**config.mk**
```make
export PLATFORM = sky130hd
export DESIGN_NAME = pipeline_ctrl_flat
export DESIGN_NICKNAME = d
export VERILOG_FILES = /design/src/rtl/pipeline_ctrl_if.sv /design/src/rtl/pipeline_ctrl.sv /design/src/flat_wrapper.sv
export SDC_FILE = /design/constraint.sdc
export NUM_CORES = 1
export LEC_CHECK = 0
export CORE_MARGIN = 2
export CORE_UTILIZATION = 40
export CTS_CLUSTER_DIAMETER = 50
export DETAILED_ROUTE_END_ITERATION = 6
export HOLD_SLACK_MARGIN = 0.03
export PLACE_DENSITY = 0.73
export SYNTH_ARGS = -nofsm -noshare
export SYNTH_HDL_FRONTEND = slang
export SYNTH_SLANG_ARGS = --single-unit
export TNS_END_PERCENT = 1
```
**constraint.sdc**
```tcl
create_clock -name clk -period 5.4 [get_ports clk]
set_input_delay 1.62 -clock clk [delete_from_list [all_inputs] [get_ports clk]]
set_output_delay 1.62 -clock clk [all_outputs]
set_load 0.005 [all_outputs]
```
**src/rtl/pipeline_ctrl_if.sv**
```systemverilog
// Pipeline control bundle: stage stall requests, MUL/DIV start and exception in; stall vector, flush and MUL/DIV status out.
// Latency: wires only, no state.
// Backpressure: none here; the stall vector carried back to the stages is the backpressure.
// Ports: master = stage side (drives requests, reads controls); slave = pipeline_ctrl.
// PIPE_CTRL_PERF_EN adds the perf_* counter outputs to the bundle.
interface pipeline_ctrl_if;
    logic        stall_req_if;
    logic        stall_req_id;
    logic        stall_req_mem;
    logic        muldiv_start;
    logic        muldiv_is_div;
    logic        exception_flag;
    logic [31:0] exception_pc;
    logic [5:0]  stall;
    logic        flush;
    logic [31:0] flush_pc;
    logic        muldiv_busy;
    logic        muldiv_done;
`ifdef PIPE_CTRL_PERF_EN
    logic [31:0] perf_stall_cycles;
    logic [15:0] perf_flush_count;
    logic [31:0] perf_muldiv_cycles;

    modport master (
        output stall_req_if, stall_req_id, stall_req_mem,
        output muldiv_start, muldiv_is_div, exception_flag, exception_pc,
        input  stall, flush, flush_pc, muldiv_busy, muldiv_done,
        input  perf_stall_cycles, perf_flush_count, perf_muldiv_cycles
    );

    modport slave (
        input  stall_req_if, stall_req_id, stall_req_mem,
        input  muldiv_start, muldiv_is_div, exception_flag, exception_pc,
        output stall, flush, flush_pc, muldiv_busy, muldiv_done,
        output perf_stall_cycles, perf_flush_count, perf_muldiv_cycles
    );
`else
    modport master (
        output stall_req_if, stall_req_id, stall_req_mem,
        output muldiv_start, muldiv_is_div, exception_flag, exception_pc,
        input  stall, flush, flush_pc, muldiv_busy, muldiv_done
    );

    modport slave (
        input  stall_req_if, stall_req_id, stall_req_mem,
        input  muldiv_start, muldiv_is_div, exception_flag, exception_pc,
        output stall, flush, flush_pc, muldiv_busy, muldiv_done
    );
`endif
endinterface

```
**src/rtl/pipeline_ctrl.sv**
```systemverilog
// Stall/flush controller for the 5-stage pipeline; sequences MUL/DIV in EX and defers flush while MEM is busy.
// Latency: stall/flush/flush_pc/muldiv_done are combinational in the request cycle; state advances on clk.
// Backpressure: highest stalled stage holds itself and all earlier stages and bubbles the next one.
// Ports: clk, rst (async, active-high); ctrl (pipeline_ctrl_if.slave) carries all requests and controls.
// Optional: define PIPE_CTRL_PERF_EN for stall/flush/muldiv performance counters.
module pipeline_ctrl #(
    parameter int MUL_CYCLES = 4,
    parameter int DIV_CYCLES = 32,
    parameter int CNT_WIDTH  = 6
) (
    input  logic            clk,
    input  logic            rst,
    pipeline_ctrl_if.slave  ctrl
);

    typedef enum logic [1:0] {
        IDLE       = 2'd0,
        MULDIV     = 2'd1,
        FLUSH_WAIT = 2'd2
    } state_t;

    localparam logic [CNT_WIDTH-1:0] MUL_LOAD = CNT_WIDTH'(MUL_CYCLES - 1);
    localparam logic [CNT_WIDTH-1:0] DIV_LOAD = CNT_WIDTH'(DIV_CYCLES - 1);
    localparam logic [CNT_WIDTH-1:0] CNT_ONE  = CNT_WIDTH'(1);

    state_t               state_q, state_d;
    logic [CNT_WIDTH-1:0] cnt_q, cnt_d;
    logic                 flush_pending_q, flush_pending_d;
    logic [31:0]          pend_pc_q, pend_pc_d;

    logic [CNT_WIDTH-1:0] load_val;
    logic                 ex_busy;
    logic                 busy;
    logic                 done;
    logic                 flush;
    logic [31:0]          flush_pc;
    logic [5:0]           stall;

    always_ff @(posedge clk or posedge rst) begin
        if (rst) begin
            state_q         <= IDLE;
            cnt_q           <= '0;
            flush_pending_q <= 1'b0;
            pend_pc_q       <= '0;
        end else begin
            state_q         <= state_d;
            cnt_q           <= cnt_d;
            flush_pending_q <= flush_pending_d;
            pend_pc_q       <= pend_pc_d;
        end
    end

    // The start cycle is the first of the N EX-held cycles, so the counter is
    // loaded with N-1 "cycles still to go" and the op completes on the
    // MULDIV cycle that would take it from 1 to 0.
    always_comb begin
        state_d         = state_q;
        cnt_d           = cnt_q;
        flush_pending_d = flush_pending_q;
        pend_pc_d       = pend_pc_q;
        flush           = 1'b0;
        flush_pc        = '0;
        done            = 1'b0;
        busy            = (state_q == MULDIV);
        ex_busy         = busy || ((state_q == IDLE) && ctrl.muldiv_start);
        load_val        = ctrl.muldiv_is_div ? DIV_LOAD : MUL_LOAD;

        case (state_q)
            IDLE: begin
                if (ctrl.exception_flag) begin
                    if (!ctrl.stall_req_mem) begin
                        flush    = 1'b1;
                        flush_pc = ctrl.exception_pc;
                    end else begin
                        flush_pending_d = 1'b1;
                        pend_pc_d       = ctrl.exception_pc;
                        state_d         = FLUSH_WAIT;
                    end
                end else if (ctrl.muldiv_start) begin
                    if (load_val == '0) begin
                        done = 1'b1;
                    end else begin
                        cnt_d   = load_val;
                        state_d = MULDIV;
                    end
                end
            end
            MULDIV: begin
                if (ctrl.exception_flag) begin
                    // Exception aborts the op without a done pulse.
                    cnt_d = '0;
                    if (!ctrl.stall_req_mem) begin
                        flush    = 1'b1;
                        flush_pc = ctrl.exception_pc;
                        state_d  = IDLE;
                    end else begin
                        flush_pending_d = 1'b1;
                        pend_pc_d       = ctrl.exception_pc;
                        state_d         = FLUSH_WAIT;
                    end
                end else if (!ctrl.stall_req_mem) begin
                    if (cnt_q <= CNT_ONE) begin
                        done    = 1'b1;
                        cnt_d   = '0;
                        state_d = IDLE;
                    end else begin
                        cnt_d = cnt_q - CNT_ONE;
                    end
                end
            end
            FLUSH_WAIT: begin
                // Later exceptions are ignored: the first latched pc wins.
                if (!ctrl.stall_req_mem) begin
                    flush           = 1'b1;
                    flush_pc        = pend_pc_q;
                    flush_pending_d = 1'b0;
                    state_d         = IDLE;
                end
            end
            default: begin
                state_d = IDLE;
                cnt_d   = '0;
            end
        endcase

        if (flush) begin
            stall = 6'b000000;
        end else if (ctrl.stall_req_mem || flush_pending_q) begin
            stall = 6'b011111;
        end else if (ex_busy) begin
            stall = 6'b001111;
        end else if (ctrl.stall_req_id) begin
            stall = 6'b000111;
        end else if (ctrl.stall_req_if) begin
            stall = 6'b000011;
        end else begin
            stall = 6'b000000;
        end
    end

    assign ctrl.stall       = stall;
    assign ctrl.flush       = flush;
    assign ctrl.flush_pc    = flush_pc;
    assign ctrl.muldiv_busy = busy;
    assign ctrl.muldiv_done = done;

`ifdef PIPE_CTRL_PERF_EN
    logic [31:0] perf_stall_q, perf_stall_d;
    logic [15:0] perf_flush_q, perf_flush_d;
    logic [31:0] perf_md_q, perf_md_d;

    always_ff @(posedge clk or posedge rst) begin
        if (rst) begin
            perf_stall_q <= '0;
            perf_flush_q <= '0;
            perf_md_q    <= '0;
        end else begin
            perf_stall_q <= perf_stall_d;
            perf_flush_q <= perf_flush_d;
            perf_md_q    <= perf_md_d;
        end
    end

    // Counters wrap naturally at their maximum value.
    always_comb begin
        perf_stall_d = perf_stall_q + {31'd0, stall[0]};
        perf_flush_d = perf_flush_q + {15'd0, flush};
        perf_md_d    = perf_md_q + {31'd0, busy};
    end

    assign ctrl.perf_stall_cycles  = perf_stall_q;
    assign ctrl.perf_flush_count   = perf_flush_q;
    assign ctrl.perf_muldiv_cycles = perf_md_q;
`endif

endmodule
```
**src/flat_wrapper.sv**
```systemverilog
// flat-port wrapper written by rule: the top's interface ports become plain ports
module pipeline_ctrl_flat 
#(
    parameter int MUL_CYCLES = 4,
    parameter int DIV_CYCLES = 32,
    parameter int CNT_WIDTH  = 6
)
  (clk, rst, ctrl_stall_req_if, ctrl_stall_req_id, ctrl_stall_req_mem, ctrl_muldiv_start, ctrl_muldiv_is_div, ctrl_exception_flag, ctrl_exception_pc, ctrl_stall, ctrl_flush, ctrl_flush_pc, ctrl_muldiv_busy, ctrl_muldiv_done);
  pipeline_ctrl_if ctrl_i ();
  input  logic clk;
  input  logic rst;
  input wire logic [$bits(ctrl_i.stall_req_if)-1:0] ctrl_stall_req_if;
  input wire logic [$bits(ctrl_i.stall_req_id)-1:0] ctrl_stall_req_id;
  input wire logic [$bits(ctrl_i.stall_req_mem)-1:0] ctrl_stall_req_mem;
  input wire logic [$bits(ctrl_i.muldiv_start)-1:0] ctrl_muldiv_start;
  input wire logic [$bits(ctrl_i.muldiv_is_div)-1:0] ctrl_muldiv_is_div;
  input wire logic [$bits(ctrl_i.exception_flag)-1:0] ctrl_exception_flag;
  input wire logic [$bits(ctrl_i.exception_pc)-1:0] ctrl_exception_pc;
  output wire logic [$bits(ctrl_i.stall)-1:0] ctrl_stall;
  output wire logic [$bits(ctrl_i.flush)-1:0] ctrl_flush;
  output wire logic [$bits(ctrl_i.flush_pc)-1:0] ctrl_flush_pc;
  output wire logic [$bits(ctrl_i.muldiv_busy)-1:0] ctrl_muldiv_busy;
  output wire logic [$bits(ctrl_i.muldiv_done)-1:0] ctrl_muldiv_done;
  assign ctrl_i.stall_req_if = ctrl_stall_req_if;
  assign ctrl_i.stall_req_id = ctrl_stall_req_id;
  assign ctrl_i.stall_req_mem = ctrl_stall_req_mem;
  assign ctrl_i.muldiv_start = ctrl_muldiv_start;
  assign ctrl_i.muldiv_is_div = ctrl_muldiv_is_div;
  assign ctrl_i.exception_flag = ctrl_exception_flag;
  assign ctrl_i.exception_pc = ctrl_exception_pc;
  assign ctrl_stall = ctrl_i.stall;
  assign ctrl_flush = ctrl_i.flush;
  assign ctrl_flush_pc = ctrl_i.flush_pc;
  assign ctrl_muldiv_busy = ctrl_i.muldiv_busy;
  assign ctrl_muldiv_done = ctrl_i.muldiv_done;
  pipeline_ctrl #(.MUL_CYCLES(MUL_CYCLES), .DIV_CYCLES(DIV_CYCLES), .CNT_WIDTH(CNT_WIDTH)) u_core (.clk(clk), .rst(rst), .ctrl(ctrl_i));
endmodule
```
==> flow_summary.json, run 1 <==
{
  "r2r_slack_ns": 3.62,
  "final_util_pct": 60.9,
  "crit_type": "in -> out",
  "wl_met3_um": 322,
  "finish.net_count": 311,
  "max_stage_delay_ns": 0.64,
  "viasPerCell": 5.25,
  "synth_nets": 233,
  "crit_required_ns": 3.78,
  "clock_sinks": 41,
  "start_util_pct": 42.0,
  "setup_viol": 0,
  "async_flop_share_pct": 100,
  "synth_edf_count": 0,
  "cpMostUsedCell": "clkdlybuf4s50_1",
  "worstMarginPinSlew_ns": 0.711,
  "end_kind": "output pin",
  "fp-row-count": 26,
  "max_cap_violations": 0,
  "cts_max_level": 2,
  "rsz0062_at_grt": "false",
  "cts_tree": "built",
  "post-route-period-util_pct": 95.2,
  "syn_area_per_cell_um2": 11.5,
  "clock_latency_ns": 0.28,
  "grt_usage_pct": 17.3,
  "post-place-cells": 332,
  "fin_worst_skew_ns": 0.00181,
  "cts-root-buf": "clkbuf_8",
  "ir_drop_mv": 0.133,
  "drt_iter0_markers": 87,
  "fillCellCount": 448,
  "post-route-min-period_ns": 5.14,
  "start_kind": "input port",
  "numPortBuffers": 79,
  "cts_hold_buf": 0,
  "dieHeight_um": 77.9,
  "layout_common_cells": "79 x clkdlybuf4s50_1, 41 x dfrtp_1, 32 x mux2_2, 32 x a22o_1",
  "hold_class": "reg -> reg",
  "hpwl_mm": 3.48,
  "grt_pass1_vias": 1739,
  "layout-drive-gt1-share_pct": 19.6,
  "area_growth_pct": 45.0,
  "grt-ovfl-total": 0,
  "drt-total-wl_mm": 4.97,
  "crit_slowest_cell": "clkdlybuf4s50_1",
  "path_cells": "clkdlybuf4s50_1, nand2b_1, nor2_2, buf_12, a22o_1, clkdlybuf4s50_1",
  "power.density_nw_per_um2": 281,
  "p_leak_uw": 0.00129,
  "ctsResizeCount": 0,
  "critPathArrivalTime_ns": 3.52,
  "synth_ff_type": "dfrtp_1",
  "ios": 81,
  "relSlewSlack_pct": 52.5,
  "drcViolationCount": 0,
  "grt_pass1_wl_mm": 8.40,
  "vias": 1786,
  "n_antenna_cell": 0,
  "die_area_um2": 6080,
  "synth-seq-cells": 41,
  "antenna_left": 0,
  "final_cells": 340,
  "clk_path_buf_depth": 2,
  "fin_tns_setup_ns": 0,
  "antenna_found_initial": 0,
  "synth_cell_types": 37,
  "whs_ns": 0.508,
  "fmax_mhz": 195,
  "final_common_cell": "clkdlybuf4s50_1",
  "wirelength_met1_mm": 2.34,
  "clkTransAtPathRegs_ns": 0.08,
  "cts_buffers": 5,
  "dr.pass1.iters": 4,
  "ys_warn_count": 0,
  "synthesis.area_um2": 2190,
  "core_um2": 5200,
  "cp_max_fo": 24,
  "synthCells": 191,
  "met2_length_mm": 2.28,
  "highest_layer": "met4",
  "grt_max_degree": 42,
  "maxSlewViolCount": 0,
  "pre_cts_ws_ns": 0.240,
  "status": "complete, no violations",
  "drt-wirelength-per-cell_um": 14.6,
  "yosysSeqAreaShare_pct": 46.9,
  "hold_viol": 0,
  "fp.dieW_um": 77.9,
  "post_cts_buffers": 0,
  "worst_slack_ns": 0.260,
  "place.gp.congestion": 0.820
}
==> registers in the layout (all words and copies together), names as in the netlist <==
register / cells
u_core.cnt_q: 6
u_core.state_q: 2
u_core.pend_pc_q: 32
u_core.flush_pending_q: 1
==> path summary, 6_finish.rpt <==
kind / startpoint / endpoint / cells after the start
setup / recovery: ctrl_exception_flag / ctrl_flush_pc[23] / 6
hold / removal: u_core.pend_pc_q[8] / u_core.pend_pc_q[8] / 1
setup reg to reg: u_core.state_q[1] / u_core.cnt_q[2] / 4
hold reg to reg: u_core.pend_pc_q[8] / u_core.pend_pc_q[8] / 1
max in group asynchronous: rst / u_core.pend_pc_q[5] / 3
min in group asynchronous: rst / u_core.pend_pc_q[0] / 3
==> cell usage after synthesis (all sizes together) (2+ instances only) <==
| library cell | n | area (um^2) |
|---|---|---|
| nor3 | 3 | 15.0 |
| o21bai | 3 | 22.5 |
| a21oi | 3 | 15.0 |
| mux2 | 32 | 360 |
| or3 | 4 | 25.0 |
| clkbuf | 7 | 26.3 |
| a31oi | 2 | 12.5 |
| inv | 9 | 33.8 |
| nand3b | 2 | 15.0 |
| o21ai | 8 | 40.0 |
| nand3 | 3 | 15.0 |
| buf | 8 | 53.8 |
| nand2 | 2 | 7.51 |
| dfrtp | 41 | 1030 |
| nor3b | 2 | 15.0 |
| a22o | 32 | 280 |
| nand2b | 2 | 12.5 |
| ha | 2 | 25.0 |
| nor2 | 11 | 41.3 |
==> kinds of logic (layout without fill, tap and decap cells) <==
group	count (synthesis)	count (layout)	synth area share, %
multiplexers	32	32	16.5
AO/OA/AOI/OAI	56	56	20.3
buffers and inverters	24	103	5.21
AND/OR/NAND/NOR	35	35	9.78
flip-flops	41	41	46.9
adder cells (fa/ha/maj)	2	2	1.14
other	1	1	0.171
==> critical path: cells and delay by family <==
kind                   cells  cell delay [ns]
AO/OA/AOI/OAI              1             0.17
buffers and inverters      3             1.35
AND/OR/NAND/NOR            2             0.36
==> routing by layer <==
layer  global-route usage [%]  vias to the layer above
met5                        0                        -
met4                     4.74                        0
met3                     5.58                        2
met2                     27.5                       53
met1                     22.6                      863
li1                         -                      868
==> per-stage QoR <==
step	area, um^2	power (uW)
2_1_floorplan	2190	536
3_3_place_gp	3060	642
3_5_place_dp	3060	648
4_1_cts	3170	905
5_1_grt	3170	949
6_report	3170	892
==> area by class of cell <==
cell class / instances / area [um^2] / area share (%)
multi-input combinational: 126 / 1050 / 33.2
sequential: 41 / 1030 / 32.3
timing repair buffer: 86 / 856 / 27.0
tap: 70 / 87.6 / 2.76
clock buffer: 7 / 86.3 / 2.72
inverter: 9 / 33.8 / 1.07
clock inverter: 1 / 30.0 / 0.947
==> report_power, final <==
group	total [uW]	switching (uW)	internal (uW)
registers	405	40.5	365
logic	235	89.7	146
clock network	252	101	151
total	892	231	661
(Power assumes the default switching activity.)
==> run 2: changes to the inputs <==
--- a/config.mk
+++ b/config.mk
@@ -6,11 +6,11 @@
 export NUM_CORES = 1
 export LEC_CHECK = 0
 export CORE_MARGIN = 2
-export CORE_UTILIZATION = 40
+export CORE_UTILIZATION = 48
 export CTS_CLUSTER_DIAMETER = 50
 export DETAILED_ROUTE_END_ITERATION = 6
 export HOLD_SLACK_MARGIN = 0.03
-export PLACE_DENSITY = 0.73
+export PLACE_DENSITY = 0.86
 export SYNTH_ARGS = -nofsm -noshare
 export SYNTH_HDL_FRONTEND = slang
 export SYNTH_SLANG_ARGS = --single-unit
==> run 2 against run 1 <==
Against the previous run: final cell count is 5.9% lower; cell area is 1.9% lower; via count is 1.2% higher; sequential power hardly changed; first-iteration DRC count is 30% higher; combinational power hardly changed.
==> flow_summary.json, run 2 (same netlist as run 1, synthesis figures left out) <==
{
  "status": "complete, no violations",
  "start_kind": "input port",
  "post_cts_buffers": 0,
  "worst_slack_ns": 0.257,
  "numPortBuffers": 79,
  "clk_path_buf_depth": 2,
  "final_common_cell": "clkdlybuf4s50_1",
  "reg_top3": "u_core.pend_pc_q: 32 flops, u_core.cnt_q: 6 flops, u_core.state_q: 2 flops",
  "fin_tns_setup_ns": 0,
  "pwr-share-clk_pct": 23.5,
  "antenna_found_initial": 0,
  "power_switching_uw": 228,
  "vias": 1808,
  "post-route-period-util_pct": 95.2,
  "clock_latency_ns": 0.28,
  "p_seq_share_pct": 48.3,
  "drt_iter0_markers": 113,
  "dieHeight_um": 71.5,
  "antenna_left": 0,
  "layout-drive-gt1-share_pct": 19.0,
  "power.density_nw_per_um2": 270,
  "cts_buffers": 5,
  "ir_drop_mv": 0.190,
  "cts_hold_buf": 0,
  "end_kind": "output pin",
  "cts_max_level": 2,
  "post-place-cells": 313,
  "grt_max_degree": 42,
  "die_area_um2": 5110,
  "maxSlewViolCount": 0,
  "post-route-min-period_ns": 5.14,
  "pre_cts_ws_ns": 0.278,
  "start_util_pct": 49.9,
  "rsz0062_at_grt": "false",
  "drt-total-wl_mm": 5.02,
  "sw_frac_of_total_pct": 27.1,
  "whs_ns": 0.510,
  "hpwl_mm": 3.60,
  "fillCellCount": 327,
  "grt_pass1_vias": 1774,
  "grt-ovfl-total": 0,
  "worstMarginPinSlew_ns": 0.657,
  "hold_class": "reg -> reg",
  "drt-wirelength-per-cell_um": 15.7,
  "grt_usage_pct": 20.5,
  "ios": 81,
  "hold_viol": 0,
  "finish.net_count": 310,
  "grt_pass1_wl_mm": 8.27,
  "fp-row-count": 24,
  "viasPerCell": 5.65,
  "clkTransAtPathRegs_ns": 0.07,
  "relSlewSlack_pct": 56.1,
  "dr.pass1.iters": 4,
  "final_cell_area_um2": 3110,
  "clock_sinks": 41,
  "layout_common_cells": "79 x clkdlybuf4s50_1, 41 x dfrtp_1, 32 x mux2_2, 32 x a22o_1, 9 x nor2_1",
  "dpl-instance-area_um2": 3030,
  "fmax_mhz": 194,
  "p_leak_uw": 0.00127,
  "core_um2": 4380,
  "crit_type": "in -> out",
  "largest_reg_flops": 32,
  "fp.dieW_um": 71.5,
  "top_register": "u_core.pend_pc_q",
  "p_comb_share_pct": 28.2,
  "cts-root-buf": "clkbuf_8",
  "cts_tree": "built",
  "max_cap_violations": 0,
  "final_cells": 320,
  "area_growth_pct": 42.3,
  "setup_viol": 0,
  "p_int_uw": 612,
  "cp_max_fo": 32,
  "drcViolationCount": 0,
  "place.gp.congestion": 0.835,
  "critPathArrivalTime_ns": 3.52,
  "ctsResizeCount": 0,
  "crit_required_ns": 3.78,
  "n_antenna_cell": 0,
  "fin_worst_skew_ns": 0.00255
}
-- run 2: layer usage --
layer	vias up	GRT usage (%)	share of wire (%)
li1	861	-	-
met1	879	27.3	43
met2	63	32.7	49
met3	5	7.74	7.6
met4	0	3.77	0.40
met5	-	0	0
-- run 2: final timing paths --
| path | cells after the start | endpoint | start | slack [ns] |
|---|---|---|---|---|
| hold / removal | 1 | u_core.pend_pc_q[3] | u_core.pend_pc_q[3] | 0.51 |
| min in group asynchronous | 3 | u_core.pend_pc_q[19] | rst | 1.80 |
| setup reg to reg | 3 | u_core.pend_pc_q[0] | u_core.state_q[1] | 3.40 |
| max in group asynchronous | 3 | u_core.pend_pc_q[4] | rst | 3.24 |
| setup / recovery | 6 | ctrl_flush_pc[30] | ctrl_exception_flag | 0.26 |
| hold reg to reg | 1 | u_core.pend_pc_q[3] | u_core.pend_pc_q[3] | 0.51 |
-- run 2: metrics by stage --
step,total power [uW],utilization [%]
4_1_cts,847,71.0
3_5_place_dp,648,69.0
3_3_place_gp,638,69.0
6_report,839,71.0
5_1_grt,891,71.0
2_1_floorplan,536,-
-- run 2: power by group through the flow --
stage	registers (uW)	logic (uW)	clock network, uW
after floorplan	397	140	0
after global placement	406	232	0
after detailed placement	410	239	0
after CTS	404	240	203
after global routing	412	260	219
final	405	237	198
-- run 2: cell type report --
cell class	instances	area (um^2)	share of cell area, %
well taps	52	65.1	2.09
inverters	9	33.8	1.09
flip-flops and latches	41	1030	33.0
multi-input cells	126	1050	33.8
clock buffers	7	86.3	2.77
repair buffers	85	848	27.3
-- run 2: critical path, stage by stage --
cell and delay, ns:
clkdlybuf4s50_1 0.67, nand2b_1 0.17, nor2_2 0.16, buf_12 0.20
a22o_1 0.17, clkdlybuf4s50_1 0.52
==> run 3: changes to the inputs <==
--- a/config.mk
+++ b/config.mk
@@ -5,12 +5,14 @@
 export SDC_FILE = /design/constraint.sdc
 export NUM_CORES = 1
 export LEC_CHECK = 0
+export CELL_PAD_IN_SITES_DETAIL_PLACEMENT = 0
+export CELL_PAD_IN_SITES_GLOBAL_PLACEMENT = 1
 export CORE_MARGIN = 2
-export CORE_UTILIZATION = 48
+export CORE_UTILIZATION = 36
 export CTS_CLUSTER_DIAMETER = 50
 export DETAILED_ROUTE_END_ITERATION = 6
 export HOLD_SLACK_MARGIN = 0.03
-export PLACE_DENSITY = 0.86
+export PLACE_DENSITY_LB_ADDON = 0.1
 export SYNTH_ARGS = -nofsm -noshare
 export SYNTH_HDL_FRONTEND = slang
 export SYNTH_SLANG_ARGS = --single-unit
==> run 3 against run 2 <==
Against the previous run: sequential power barely moved; die area grew 31%; non-clock buffer count did not move; clock power rose by 3%; clock skew up 0.0097 ns; worst hold slack improved by 0.0042 ns; critical path type unchanged; critical endpoint is now ctrl_muldiv_done.
==> flow_summary.json, run 3 (same netlist as run 1, synthesis figures left out) <==
{
  "worstMarginPinSlew_ns": 0.647,
  "cp_max_fo": 7,
  "clk_path_buf_depth": 2,
  "post_cts_buffers": 0,
  "cts_hold_buf": 0,
  "final_cell_area_um2": 3160,
  "n_antenna_cell": 0,
  "total_power_uw": 846,
  "hold_depth": 1,
  "fin_tns_setup_ns": 0,
  "critPathArrivalTime_ns": 3.37,
  "ios": 81,
  "area_growth_pct": 44.4,
  "final_util_pct": 53.7,
  "cts_tree": "built",
  "fin_worst_skew_ns": 0.0123,
  "ctsResizeCount": 0,
  "start_util_pct": 37.2,
  "hold_viol": 0,
  "core_um2": 5890,
  "p_comb_share_pct": 28.2,
  "top_register": "u_core.pend_pc_q",
  "final_common_cell": "clkdlybuf4s50_1",
  "post-route-min-period_ns": 4.99,
  "post-route-period-util_pct": 92.4,
  "ir_drop_mv": 0.190,
  "finish.net_count": 310,
  "fp.dieW_um": 81.9,
  "largest_reg_flops": 32,
  "clock_sinks": 41,
  "dpl-instance-area_um2": 3070,
  "dieHeight_um": 81.9,
  "place.gp.congestion": 0.812,
  "cts-root-buf": "clkbuf_8",
  "hpwl_mm": 3.52,
  "start_kind": "input port",
  "antenna_left": 0,
  "drcViolationCount": 0,
  "hold_path.startpoint": "u_core.pend_pc_q[5]",
  "end_kind": "output pin",
  "reg_top3": "u_core.pend_pc_q: 32 flops, u_core.cnt_q: 6 flops, u_core.state_q: 2 flops",
  "layout-drive-gt1-share_pct": 19.7,
  "grt_usage_pct": 16.5,
  "fillCellCount": 558,
  "cts_max_level": 2,
  "drt_iter0_markers": 84,
  "max_cap_violations": 0,
  "rsz0062_at_grt": "false",
  "vias": 1795,
  "status": "complete, no violations",
  "drt-wirelength-per-cell_um": 15.3,
  "grt-ovfl-total": 0,
  "grt_max_degree": 42,
  "numPortBuffers": 79,
  "p_leak_uw": 0.00128,
  "clkTransAtPathRegs_ns": 0.09,
  "hold_class": "reg -> reg",
  "fp-row-count": 28,
  "cts_buffers": 5,
  "setup_viol": 0,
  "power.density_nw_per_um2": 268,
  "reg2reg_from": "u_core.state_q[0]",
  "maxSlewViolCount": 0,
  "antenna_found_initial": 0,
  "sw_frac_of_total_pct": 28.8,
  "seq_area_um2": 1030,
  "dr.pass1.iters": 4,
  "startpoint": "ctrl_exception_flag",
  "relSlewSlack_pct": 56.8,
  "drt-total-wl_mm": 5.26,
  "fmax_mhz": 200,
  "grt_pass1_wl_mm": 8.64,
  "crit_required_ns": 3.78,
  "layout_common_cells": "79 x clkdlybuf4s50_1, 41 x dfrtp_1, 32 x mux2_2, 32 x a22o_1",
  "crit_type": "in -> out",
  "p_int_uw": 603,
  "die_area_um2": 6710,
  "ff2ff_path_depth": 4,
  "power_switching_uw": 243,
  "multi_input_area_um2": 1050,
  "grt_pass1_vias": 1807,
  "clock_latency_ns": 0.29,
  "p_seq_share_pct": 47.7,
  "pwr-share-clk_pct": 24.1,
  "viasPerCell": 5.22
}
==> run 3: cell types whose count changed in the layout (fill, tap and decap cells not counted), sizes merged <==
cell / delta
clkbuf: -2
inv: +1
clkinv: +2
==> run 3: power by group through the flow <==
stage               Clock, uW  Combinational (uW)  Sequential, uW
finish                    204                 238             403
global route              225                 264             412
CTS                       212                 242             403
detailed placement          0                 240             410
global placement            0                 239             408
floorplan                   0                 140             397
==> run 3: final timing paths <==
path,endpoint,slack [ns]
worst max-delay path,ctrl_muldiv_done,0.41
worst min-delay path,u_core.pend_pc_q[5],0.51
worst max register to register,u_core.cnt_q[3],3.66
worst min register to register,u_core.pend_pc_q[5],0.51
max in group asynchronous,u_core.state_q[1],3.27
min in group asynchronous,u_core.pend_pc_q[12],1.76
==> run 3: cell type report <==
class / count / share of cell area (%)
clock inverters: 3 / 0.713
well taps: 75 / 2.97
multi-input cells: 126 / 33.3
repair buffers: 85 / 27.3
flip-flops and latches: 41 / 32.5
clock buffers: 5 / 2.18
inverters: 9 / 1.07
==> run 3: through the flow <==
stage          worst slack (ns)  hold WS [ns]  instances
2_1_floorplan              1.27         0.480        191
3_3_place_gp              0.426         0.487        336
3_5_place_dp              0.420         0.496        336
4_1_cts                   0.413         0.515        344
5_1_grt                   0.348         0.534        344
6_report                  0.412         0.514        344
==> run 3: per-layer routing <==
| metal | vias to the layer above | routed length [um] | track usage (%) |
|---|---|---|---|
| met5 | - | 0 | 0 |
| met4 | 0 | 19 | 3.67 |
| met3 | 2 | 339 | 5.71 |
| met2 | 39 | 2550 | 25.4 |
| met1 | 892 | 2360 | 22.5 |
| li1 | 862 | - | - |
==> run 3: worst max-delay path, cell delays in order <==
cell and delay, ns:
clkdlybuf4s50_1 0.44, buf_4 0.18, or4b_4 0.54, nor2_1 0.10, clkdlybuf4s50_1 0.50
